==> config.mk <==
export PLATFORM = sky130hd
export DESIGN_NAME = ram_arbiter
export DESIGN_NICKNAME = d
export VERILOG_FILES = /design/src/rtl/ram_arbiter.sv
export SDC_FILE = /design/constraint.sdc
export NUM_CORES = 1
export LEC_CHECK = 0
export ABC_AREA = 1
export CORE_AREA = 2 2 121 123
export DETAILED_ROUTE_END_ITERATION = 6
export DIE_AREA = 0 0 123 125
export PLACE_DENSITY_LB_ADDON = 0.15
export SYNTH_ARGS = -nofsm -noshare
export SYNTH_HDL_FRONTEND = slang
export SYNTH_SLANG_ARGS = --single-unit
==> constraint.sdc <==
create_clock -name clk -period 1.62 [get_ports clk]
set_input_delay 0.405 -clock clk [delete_from_list [all_inputs] [get_ports clk]]
set_output_delay 0.405 -clock clk [all_outputs]
set_load 0.02 [all_outputs]
==> src/rtl/ram_arbiter.sv <==
// Two-master single-port RAM arbiter.
// m0 (CPU load/store) normally has priority. m1 (UART loader) is forced through
// once it has been refused for STARVE_LIMIT consecutive requesting cycles.
// Grants are combinational. Command fields pass straight to the RAM in the same cycle.
// Read data returns one cycle later and is steered by a one-bit owner register.
module ram_arbiter #(
  parameter int ADDR_WIDTH   = 32,
  parameter int STARVE_LIMIT = 4
) (
  input  logic                  clk,
  input  logic                  rst,
  // m0: CPU load/store port
  input  logic                  m0_req,
  input  logic                  m0_we,
  input  logic [ADDR_WIDTH-1:0] m0_addr,
  input  logic [31:0]           m0_wdata,
  input  logic [3:0]            m0_be,
  output logic                  m0_gnt,
  output logic [31:0]           m0_rdata,
  output logic                  m0_rvalid,
  // m1: UART loader port
  input  logic                  m1_req,
  input  logic                  m1_we,
  input  logic [ADDR_WIDTH-1:0] m1_addr,
  input  logic [31:0]           m1_wdata,
  input  logic [3:0]            m1_be,
  output logic                  m1_gnt,
  output logic [31:0]           m1_rdata,
  output logic                  m1_rvalid,
  // RAM port
  output logic                  ram_en,
  output logic                  ram_we,
  output logic [ADDR_WIDTH-1:0] ram_addr,
  output logic [31:0]           ram_wdata,
  output logic [3:0]            ram_be,
  input  logic [31:0]           ram_rdata
);

  localparam logic [3:0] LIMIT = 4'(STARVE_LIMIT);

  logic [3:0] starve_cnt_reg, starve_cnt_next;
  logic       rd_pending_reg, rd_pending_next;
  logic       rd_owner_reg, rd_owner_next;
  logic       m1_starved;

  // Arbitration: m0 wins contention unless m1 has been starved long enough
  always_comb begin
    m0_gnt     = 1'b0;
    m1_gnt     = 1'b0;
    m1_starved = (starve_cnt_reg >= LIMIT);
    if (!rst) begin
      if (m0_req && m1_req) begin
        if (m1_starved) m1_gnt = 1'b1;
        else            m0_gnt = 1'b1;
      end else if (m0_req) begin
        m0_gnt = 1'b1;
      end else if (m1_req) begin
        m1_gnt = 1'b1;
      end
    end
  end

  // RAM command mux: the granted master's fields pass through unmodified
  always_comb begin
    ram_en    = m0_gnt | m1_gnt;
    ram_we    = 1'b0;
    ram_addr  = m0_addr;
    ram_wdata = m0_wdata;
    ram_be    = m0_be;
    if (m1_gnt) begin
      ram_we    = m1_we;
      ram_addr  = m1_addr;
      ram_wdata = m1_wdata;
      ram_be    = m1_be;
    end else if (m0_gnt) begin
      ram_we    = m0_we;
    end
  end

  // Next state: starvation counter and the one-deep read-return pipeline
  always_comb begin
    starve_cnt_next = 4'd0;
    if (m1_req && !m1_gnt) begin
      starve_cnt_next = (starve_cnt_reg == 4'd15) ? 4'd15 : starve_cnt_reg + 4'd1;
    end
    rd_pending_next = ram_en && !ram_we;
    rd_owner_next   = m1_gnt;
  end

  // State registers with synchronous reset
  always_ff @(posedge clk) begin
    if (rst) begin
      starve_cnt_reg <= 4'd0;
      rd_pending_reg <= 1'b0;
      rd_owner_reg   <= 1'b0;
    end else begin
      starve_cnt_reg <= starve_cnt_next;
      rd_pending_reg <= rd_pending_next;
      rd_owner_reg   <= rd_owner_next;
    end
  end

  // Read return steering. It is masked by rst so that a read granted just before
  // reset never surfaces.
  always_comb begin
    m0_rvalid = rd_pending_reg && !rd_owner_reg && !rst;
    m1_rvalid = rd_pending_reg &&  rd_owner_reg && !rst;
    m0_rdata  = ram_rdata;
    m1_rdata  = ram_rdata;
  end

endmodule

==> impl_metrics.tcl, run 1 <==
set metrics [dict create \
    yosys.cell_types.count 19 \
    netlist_area_um2 1623 \
    slowest_stage "dfxtp_2" \
    drive_gt1_share_pct 45.10 \
    maxCapViolCount 0 \
    synth_compound_area_share_pct 1.696 \
    cp.arrival_ps 1460 \
    cp_slowest_stage_delay_ps 320 \
    swShare_pct 35.66 \
    overflow 0 \
    ys_seq_area_share_pct 7.402 \
    finalHoldViolCount 0 \
    gp_congestion 0.7768 \
    antenna_cells 0 \
    p_per_area_nw_per_um2 436.1 \
    initial_core_util_pct 11.43 \
    fin_skew_ps 1.689 \
    io_pins 312 \
    synth_fp_nets 494 \
    rrSetupSlack_ps 460 \
    route.detailed.drc 0 \
    startpoint_type "register" \
    synthTopCellsByArea "nand2_1, buf_4, dfxtp_1" \
    cp-startpoint "starve_cnt_reg[3]$_SDFF_PP0_" \
    layout_min_cycle_time_ps 1869 \
    critical_path_class "reg -> out" \
    routed_via_density 3.702 \
    status "finished with violations" \
    h-tree-depth 1 \
    grt_setup_unrepaired "true" \
    synth-simple-area-share_pct 52.35 \
    drt_iter0_drc 48 \
    clkPwrFrac_pct 20.2 \
    critical_path.top_delay_family "simple AND/OR/NAND/NOR gates" \
    cts_tree "built" \
    power_switching_mw 0.6995 \
    regToRegEndpoint "rd_pending_reg$_SDFF_PP0_" \
    cp.depth 9 \
    io_buffers 215 \
    wl_per_cell_um 13.25 \
    seq_power_share_pct 8.1 \
    clock_latency_ps 230 \
    dp_slack_ps -1144 \
    ctsRootBufferMaster "clkbuf_16" \
    synth_top_family_by_area "simple AND/OR/NAND/NOR gates" \
    ant_nets 0 \
    antenna_found_initial 0 \
    fmax_ghz 0.5351 \
    cts.hold.buffers_added 0 \
    cts_buffers 3 \
    grt.total_usage_pct 10.69 \
    synth_fa_ha_area_share_pct 0.7710 \
    finalSetupTns_ps -14670 \
    pwr-share-comb_pct 71.7 \
    total_leakage_power_nw 2.230 \
    clock_path_buffers 2 \
    yosys-mux-area-fraction_pct 0 \
    endpoint_kind "output port" \
    die_h_um 125 \
    synth.avg_cell_area_um2 5.087 \
    cp_cell_sequence "nor2_4 > nand2_4 > nand2_8 > inv_12 > buf_6 > buf_12 > nand2_1 > nand2_1 > buf_6" \
    syn2layout_area_growth_pct 177.2 \
    first_pass_iters 4 \
    netlist.area_leader.share_pct 48.11 \
    chipWidth_um 123 \
    min_path_type "reg -> reg" \
    wirelength_um 8929 \
    cp-endpoint "ram_wdata[13]" \
    dieArea_um2 15380 \
    period_share_pct 115.4 \
    layout_setup_ws_ps -248.8 \
    layout_commonest_cell "clkdlybuf4s50_1" \
    synth_xor_area_share_pct 0.5397 \
    syn_inst 319 \
    finalMaxSlewViolations 0 \
    ys.warnings.count 0 \
    grt_max_degree 19 \
    rr_startpoint "starve_cnt_reg[3]$_SDFF_PP0_" \
    rows 44 \
    grt_pass1_vias 2440 \
    route.vias.total 2495 \
    cp.required_ps 1210 \
    layout_common_cells "clkdlybuf4s50_1, nand2_1, buf_6" \
    clock-sinks 6 \
    vdd_drop_max_v 0.0002500 \
    ys_ff_latch 6 \
    violations "negative setup slack" \
    cp_max_fo 14 \
    clk_pin_slew_ps 30 \
    internal-power_mw 1.262 \
    largest_reg_flops 4 \
    dp_hpwl_um 6039 \
    grt_pass1_wl_um 12850 \
    nNetsFinal 667 \
    crit_buf_inv 4 \
    r2r_cells 8 \
    yosys.area.top_type "nand2_1" \
    setup_viol 69 \
    core-area_um2 14200 \
]
-- worst min path at each step --
stage / end / depth (start not counted) / from
CTS: starve_cnt_reg[0]$_SDFF_PP0_ / 1 / starve_cnt_reg[0]$_SDFF_PP0_
detailed placement: starve_cnt_reg[0]$_SDFF_PP0_ / 1 / starve_cnt_reg[0]$_SDFF_PP0_
finish: starve_cnt_reg[0]$_SDFF_PP0_ / 1 / starve_cnt_reg[0]$_SDFF_PP0_
floorplan: starve_cnt_reg[0]$_SDFF_PP0_ / 1 / starve_cnt_reg[0]$_SDFF_PP0_
global route: starve_cnt_reg[0]$_SDFF_PP0_ / 1 / starve_cnt_reg[0]$_SDFF_PP0_
global placement: starve_cnt_reg[0]$_SDFF_PP0_ / 1 / starve_cnt_reg[0]$_SDFF_PP0_
-- metrics by stage --
step / power (mW) / cell area [um2] / util, % / cells / hold slack (ps)
global route: 2.071 / 4498 / 31.67 / 674 / 497.0
global placement: 1.289 / 3571 / 25.14 / 652 / 425.0
detailed placement: 1.283 / 3571 / 25.14 / 652 / 435.3
CTS: 1.972 / 4452 / 31.34 / 676 / 440.3
floorplan: 0.8012 / 1623 / - / 319 / 414.6
finish: 1.962 / 4498 / 31.67 / 674 / 437.0
-- worst reg2reg max path: stages, from the launching register on --
cell and delay [ps]:
dfxtp_2 320, nor2_4 130, nand2_4 80, buf_4 130
nand3_2 50, nand2_2 60, buf_4 130, buf_4 110
nor2_1 70
-- cells by family (layout without fill, tap and decap cells) --
logic type                 Yosys count  after routing
and+or+nand+nor                    220            220
buffers and inverters               85            256
DFF                                  6              6
AOI/OAI and AO/OA                    5              5
adders and majority gates            1              1
other                                1              1
xor gates and xnor gates             1              1
-- synth_stat cells (all sizes together) --
cell	n
nand2	209
buf	78
inv	7
dfxtp	6
nor2	6
a21oi	3
nand3	3
conb	1
ha	1
nand3b	1
nor3b	1
o21a	1
o21ai	1
xnor2	1
-- timing repair --
| item | in CTS | in global routing |
|---|---|---|
| resized for setup | 559 | 43 |
| pin swaps | 35 | 31 |
| setup buffers | 12 | 1 |
| gates cloned | 9 | 0 |
| setup endpoints to repair | 74 | 71 |
-- cell type report --
type	instances	area, um2
Inverter	7	38.79
Tap cell	184	230.2
Fill cell	1530	9706
Clock buffer	3	75.07
Sequential cell	6	122.6
Timing Repair Buffer	246	2645
Multi-Input combinational cell	228	1386
-- per-layer routing --
layer | vias up | share of wire (%) | GRT usage (%)
met5 | - | 0 | 0
met4 | 0 | 3.0 | 3.944
met3 | 33 | 11 | 2.646
met2 | 156 | 52 | 20.12
met1 | 1074 | 34 | 11.22
li1 | 1232 | - | -
-- power by group through the flow --
stage          sequential, mW  clock (mW)  combinational, mW
2_1_floorplan           0.159           0              0.642
3_3_place_gp            0.160           0               1.13
3_5_place_dp            0.160           0               1.12
4_1_cts                 0.158       0.406               1.41
5_1_grt                 0.160       0.412               1.50
6_report                0.158       0.397               1.41
No activity file was read; power rests on OpenSTA's default activity.
==> run 2, diff against run 1 <==
==> constraint.sdc (replaced) <==
create_clock -name clk -period 2.05 [get_ports clk]
set_input_delay 0.5125 -clock clk [delete_from_list [all_inputs] [get_ports clk]]
set_output_delay 0.5125 -clock clk [all_outputs]
set_load 0.02 [all_outputs]
==> run 2 against run 1 <==
Against the previous run:
- the run still ends with negative setup slack left
- sequential share of layout area about the same
- utilization down 0.50 points
- via count shrank 3.4%
- worst setup slack gained 210 ps
- sequential power shrank 21%
- total power shrank 22%
- final area decreased by 1.6%
- sequential cell count did not move
- critical path type is now in -> out
- largest power group unchanged
==> impl_metrics.tcl, run 2 (synthesized netlist as in run 1, its figures left out) <==
set metrics [dict create \
    status "finished with violations" \
    violations "negative setup slack" \
    gp_congestion 0.7773 \
    maxCapViolCount 0 \
    ctsRootBufferMaster "clkbuf_16" \
    clock_path_buffers 2 \
    io_pins 312 \
    hp-start "starve_cnt_reg[0]$_SDFF_PP0_" \
    layout_setup_ws_ps -33.81 \
    holdWs_ps 435.8 \
    grt.total_usage_pct 10.24 \
    grt_pass1_wl_um 12210 \
    dp_slack_ps -917.1 \
    finalMaxSlewViolations 0 \
    overflow 0 \
    clock-sinks 6 \
    cts_buffers 3 \
    fmax_ghz 0.4799 \
    ant_nets 0 \
    route.detailed.drc 0 \
    cts_tree "built" \
    grt_setup_unrepaired "true" \
    layout_common_cells "clkdlybuf4s50_1, nand2_1, buf_6" \
    largest_reg_flops 4 \
    io_buffers 215 \
    critical_path_class "in -> out" \
    hold_depth 1 \
    fill_cells 1510 \
    routed_via_density 3.581 \
    endpoint_kind "output port" \
    wirelength_um 8850 \
    clock_latency_ps 220 \
    first_pass_iters 4 \
    die_h_um 125 \
    drive_gt1_share_pct 38.04 \
    layout_commonest_cell "clkdlybuf4s50_1" \
    grt_max_degree 19 \
    fin_skew_ps 0.3419 \
    dp_hpwl_um 6071 \
    initial_core_util_pct 11.43 \
    cp_cell_sequence "buf_8 > nand2_2 > inv_2 > nand2_4 > nand2_8 > buf_6 > inv_12 > buf_12 > buf_12 > nand2_1 > nand2_1 > buf_6" \
    vdd_drop_max_v 0.0001887 \
    h-tree-depth 1 \
    worstHoldEndpoint "starve_cnt_reg[0]$_SDFF_PP0_" \
    rows 44 \
    rrSetupSlack_ps 950 \
    cp.arrival_ps 1570 \
    regToRegEndpoint "rd_owner_reg$_SDFF_PP0_" \
    antenna_cells 0 \
    startpoint_type "primary input" \
    power_mw 1.532 \
    slowest_stage "buf_6" \
    cp_slowest_stage_delay_ps 140 \
    syn2layout_area_growth_pct 172.8 \
    chipWidth_um 123 \
    nNetsFinal 666 \
    min_path_type "reg -> reg" \
    antenna_found_initial 0 \
    finalHoldViolCount 0 \
    cp_max_fo 13 \
    rr_startpoint "starve_cnt_reg[2]$_SDFF_PP0_" \
    total_leakage_power_nw 2.197 \
    grt_pass1_vias 2305 \
    r2r_cells 7 \
    dieArea_um2 15380 \
    core-area_um2 14200 \
    clk_pin_slew_ps 30 \
    layout_min_cycle_time_ps 2084 \
    drt_iter0_drc 39 \
    route.vias.total 2410 \
    period_share_pct 101.6 \
    p_per_area_nw_per_um2 346.1 \
    wl_per_cell_um 13.15 \
    setup_viol 36 \
    cp.required_ps 1540 \
]
## run 2: cell types whose count changed in the layout (fill, tap and decap cells not counted), sizes merged
cell | before | now
buf | 106 | 102
clkdlybuf4s50 | 138 | 139
dlygate4sd2 | 1 | 3
## run 2: routing by layer
layer / wire, um / vias to the layer above / GRT usage [%]
li1: - / 1226 / -
met1: 3101 / 1011 / 10.81
met2: 4609 / 149 / 19.37
met3: 955 / 24 / 2.646
met4: 184 / 0 / 3.275
met5: 0 / - / 0
## run 2: cell type report
| cell class | count | area (um2) | share of cell area, % |
|---|---|---|---|
| timing repair buffer | 245 | 2730 | 61.67 |
| sequential | 6 | 121.4 | 2.742 |
| inverter | 7 | 41.29 | 0.9327 |
| multi-input combinational | 228 | 1229 | 27.76 |
| tap | 184 | 230.2 | 5.201 |
| clock buffer | 3 | 75.07 | 1.696 |
## run 2: worst max-delay path: cells and delay by family
family / cells / cell delay [ps]
buffers and inverters: 7 / 710
and+or+nand+nor: 5 / 340
## run 2: how the worst max path moves through the flow
stage / slack [ps] / endpoint / from
floorplan: 220 / ram_addr[12] / m1_req
global placement: -930 / ram_wdata[28] / m1_req
detailed placement: -920 / ram_wdata[28] / m1_req
CTS: -40 / ram_addr[26] / m1_req
global route: -100 / ram_addr[26] / m1_req
finish: -30 / ram_addr[29] / m1_req
## run 2: report_power, final
| part | leakage [nW] | switching (mW) | internal, mW |
|---|---|---|---|
| sequential | 0.0499 | 0.00271 | 0.122 |
| clock | 0.0370 | 0.0594 | 0.250 |
| combinational | 2.11 | 0.469 | 0.629 |
## run 2: repair_timing
item                       CTS  global route
gates cloned                 7             0
gates resized for setup    474            76
buffers inserted            11             0
setup endpoints to repair   74            69
pin swaps                   12            22
hold buffers                 0             0
## run 2: per-stage QoR
step	area (um2)	instances	TNS, ps	utilization, %
2_1_floorplan	1623	319	0	-
3_5_place_dp	3571	652	-59630	25.14
4_1_cts	4182	673	-819.2	29.44
3_3_place_gp	3571	652	-60050	25.14
6_report	4427	673	-442.7	31.17
5_1_grt	4427	673	-4457	31.17
==> run 3, diff against run 2 <==
--- a/config.mk
+++ b/config.mk
@@ -6,9 +6,10 @@
 export NUM_CORES = 1
 export LEC_CHECK = 0
 export ABC_AREA = 1
-export CORE_AREA = 2 2 121 123
+export CORE_AREA = 2 2 122 124
 export DETAILED_ROUTE_END_ITERATION = 6
-export DIE_AREA = 0 0 123 125
+export DIE_AREA = 0 0 124 126
+export DONT_BUFFER_PORTS = 1
 export PLACE_DENSITY_LB_ADDON = 0.15
 export SYNTH_ARGS = -nofsm -noshare
 export SYNTH_HDL_FRONTEND = slang
==> run 3 against run 2 <==
Against the previous run:
- the flow now finishes without violations
- sequential share of layout area increased by 5.4 points
- clock power hardly changed
- routed wire length fell by 43%
- final cell count shrank 36%
- clock-buffer cell count unchanged
- highest routed layer unchanged
==> impl_metrics.tcl, run 3 (synthesized netlist as in run 1, its figures left out) <==
set metrics [dict create \
    postCtsSetupRepairBufs 0 \
    h-tree-depth 1 \
    finalHoldViolCount 0 \
    crit_buf_inv 1 \
    layout_commonest_cell "nand2_1" \
    rr_startpoint "starve_cnt_reg[3]$_SDFF_PP0_" \
    cp.required_ps 1540 \
    clock-sinks 6 \
    io_pins 312 \
    grt_pass1_wl_um 6299 \
    period_share_pct 96.35 \
    cts_buffers 3 \
    vdd_drop_max_v 0.0001674 \
    hold_depth 1 \
    layout_setup_ws_ps 74.79 \
    wirelength_um 5003 \
    ctsRootBufferMaster "clkbuf_16" \
    cts_tree "built" \
    use_met3_pct 0.8152 \
    setup_viol 0 \
    crit_top_cell "nand2_1" \
    status "complete, no violations" \
    overflow 0 \
    gp_congestion 0.7620 \
    grt_use_met1_pct 4.263 \
    antenna_cells 0 \
    startpoint_type "register" \
    die_h_um 126 \
    syn2layout_area_growth_pct -7.942 \
    worstHoldEndpoint "starve_cnt_reg[0]$_SDFF_PP0_" \
    largest_reg_flops 4 \
    min_path_type "reg -> reg" \
    dieArea_um2 15620 \
    dp_hpwl_um 4310 \
    gr-usage-met2_pct 10.76 \
    first_pass_iters 4 \
    layout_min_cycle_time_ps 1975 \
    slowest_stage "dfxtp_1" \
    clock_latency_ps 220 \
    regToRegEndpoint "rd_owner_reg$_SDFF_PP0_" \
    chipWidth_um 124 \
    r2r_cells 5 \
    p_per_area_nw_per_um2 546.3 \
    cp_max_fo 45 \
    route.detailed.drc 0 \
    routed_via_density 3.569 \
    power_mw 0.8162 \
    nNetsFinal 427 \
    critical_path.top_delay_family "simple AND/OR/NAND/NOR gates" \
    core-area_um2 14310 \
    rrSetupSlack_ps 950 \
    cp_cell_sequence "nor2_2 > nand2_1 > nand2_4 > buf_12 > nand2_1 > nand2_2" \
    grt_setup_unrepaired "true" \
    grt.total_usage_pct 5.316 \
    ant_nets 0 \
    fmax_ghz 0.5063 \
    clk_pin_slew_ps 30 \
    critical_path_class "reg -> out" \
    endpoint_kind "output port" \
    finalMaxSlewViolations 0 \
    busiest_layer "met2" \
    clock_path_buffers 2 \
    cp_slowest_stage_delay_ps 320 \
    io_buffers 0 \
    antenna_found_initial 0 \
    cp.arrival_ps 1460 \
    wl_per_cell_um 11.53 \
    drt_iter0_drc 36 \
    dp_slack_ps 119.2 \
    hp-start "starve_cnt_reg[0]$_SDFF_PP0_" \
    grt_pass1_vias 1274 \
    initial_core_util_pct 11.34 \
    maxCapViolCount 0 \
    layout_common_cells "nand2_1, nand2_2, inv_1" \
    rows 44 \
    fin_skew_ps 0.2107 \
    route.vias.total 1549 \
    total_leakage_power_nw 0.8091 \
    grt_max_degree 46 \
    drive_gt1_share_pct 13.60 \
]
## run 3: worst max path at each step
stage	from	endpoint	slack, ps	cells after the start
finish	starve_cnt_reg[3]$_SDFF_PP0_	ram_addr[1]	70	6
global route	starve_cnt_reg[3]$_SDFF_PP0_	ram_addr[3]	-4	6
CTS	starve_cnt_reg[3]$_SDFF_PP0_	ram_addr[1]	20	6
detailed placement	m1_req	ram_wdata[27]	120	7
global placement	m1_req	ram_wdata[23]	140	7
floorplan	m1_req	ram_addr[12]	220	7
## run 3: final cells by class
class	instances	area [um2]
clock buffers	3	75.07
fillers	1693	12820
inverters	7	28.78
multi-input cells	228	952.2
flip-flops and latches	6	121.4
well taps	184	230.2
repair buffers	6	86.33
## run 3: where the power goes
part	internal [mW]	total (mW)	switching (mW)
logic	0.0846	0.381	0.296
registers	0.122	0.125	0.00253
clock network	0.250	0.311	0.0610
## run 3: metrics by stage
stage | area, um2 | hold slack, ps | utilization, % | setup TNS (ps) | instances
4_1_cts | 1439 | 439.4 | 10.05 | 0 | 434
3_5_place_dp | 1364 | 434.9 | 9.528 | 0 | 431
3_3_place_gp | 1364 | 436.8 | 9.528 | 0 | 431
5_1_grt | 1494 | 483.1 | 10.44 | -11.71 | 434
2_1_floorplan | 1623 | 414.6 | - | 0 | 319
6_report | 1494 | 436.8 | 10.44 | 0 | 434
## run 3: routing by layer
layer / vias up / wire (um)
met4: 0 / 299
met1: 632 / 1467
met5: - / 0
met2: 142 / 2667
li1: 744 / -
met3: 31 / 568
## run 3: repair_timing
action / CTS / global route
gates resized for setup: 0 / 22
hold buffers: 0 / 0
endpoints found under the setup margin: 0 / 60
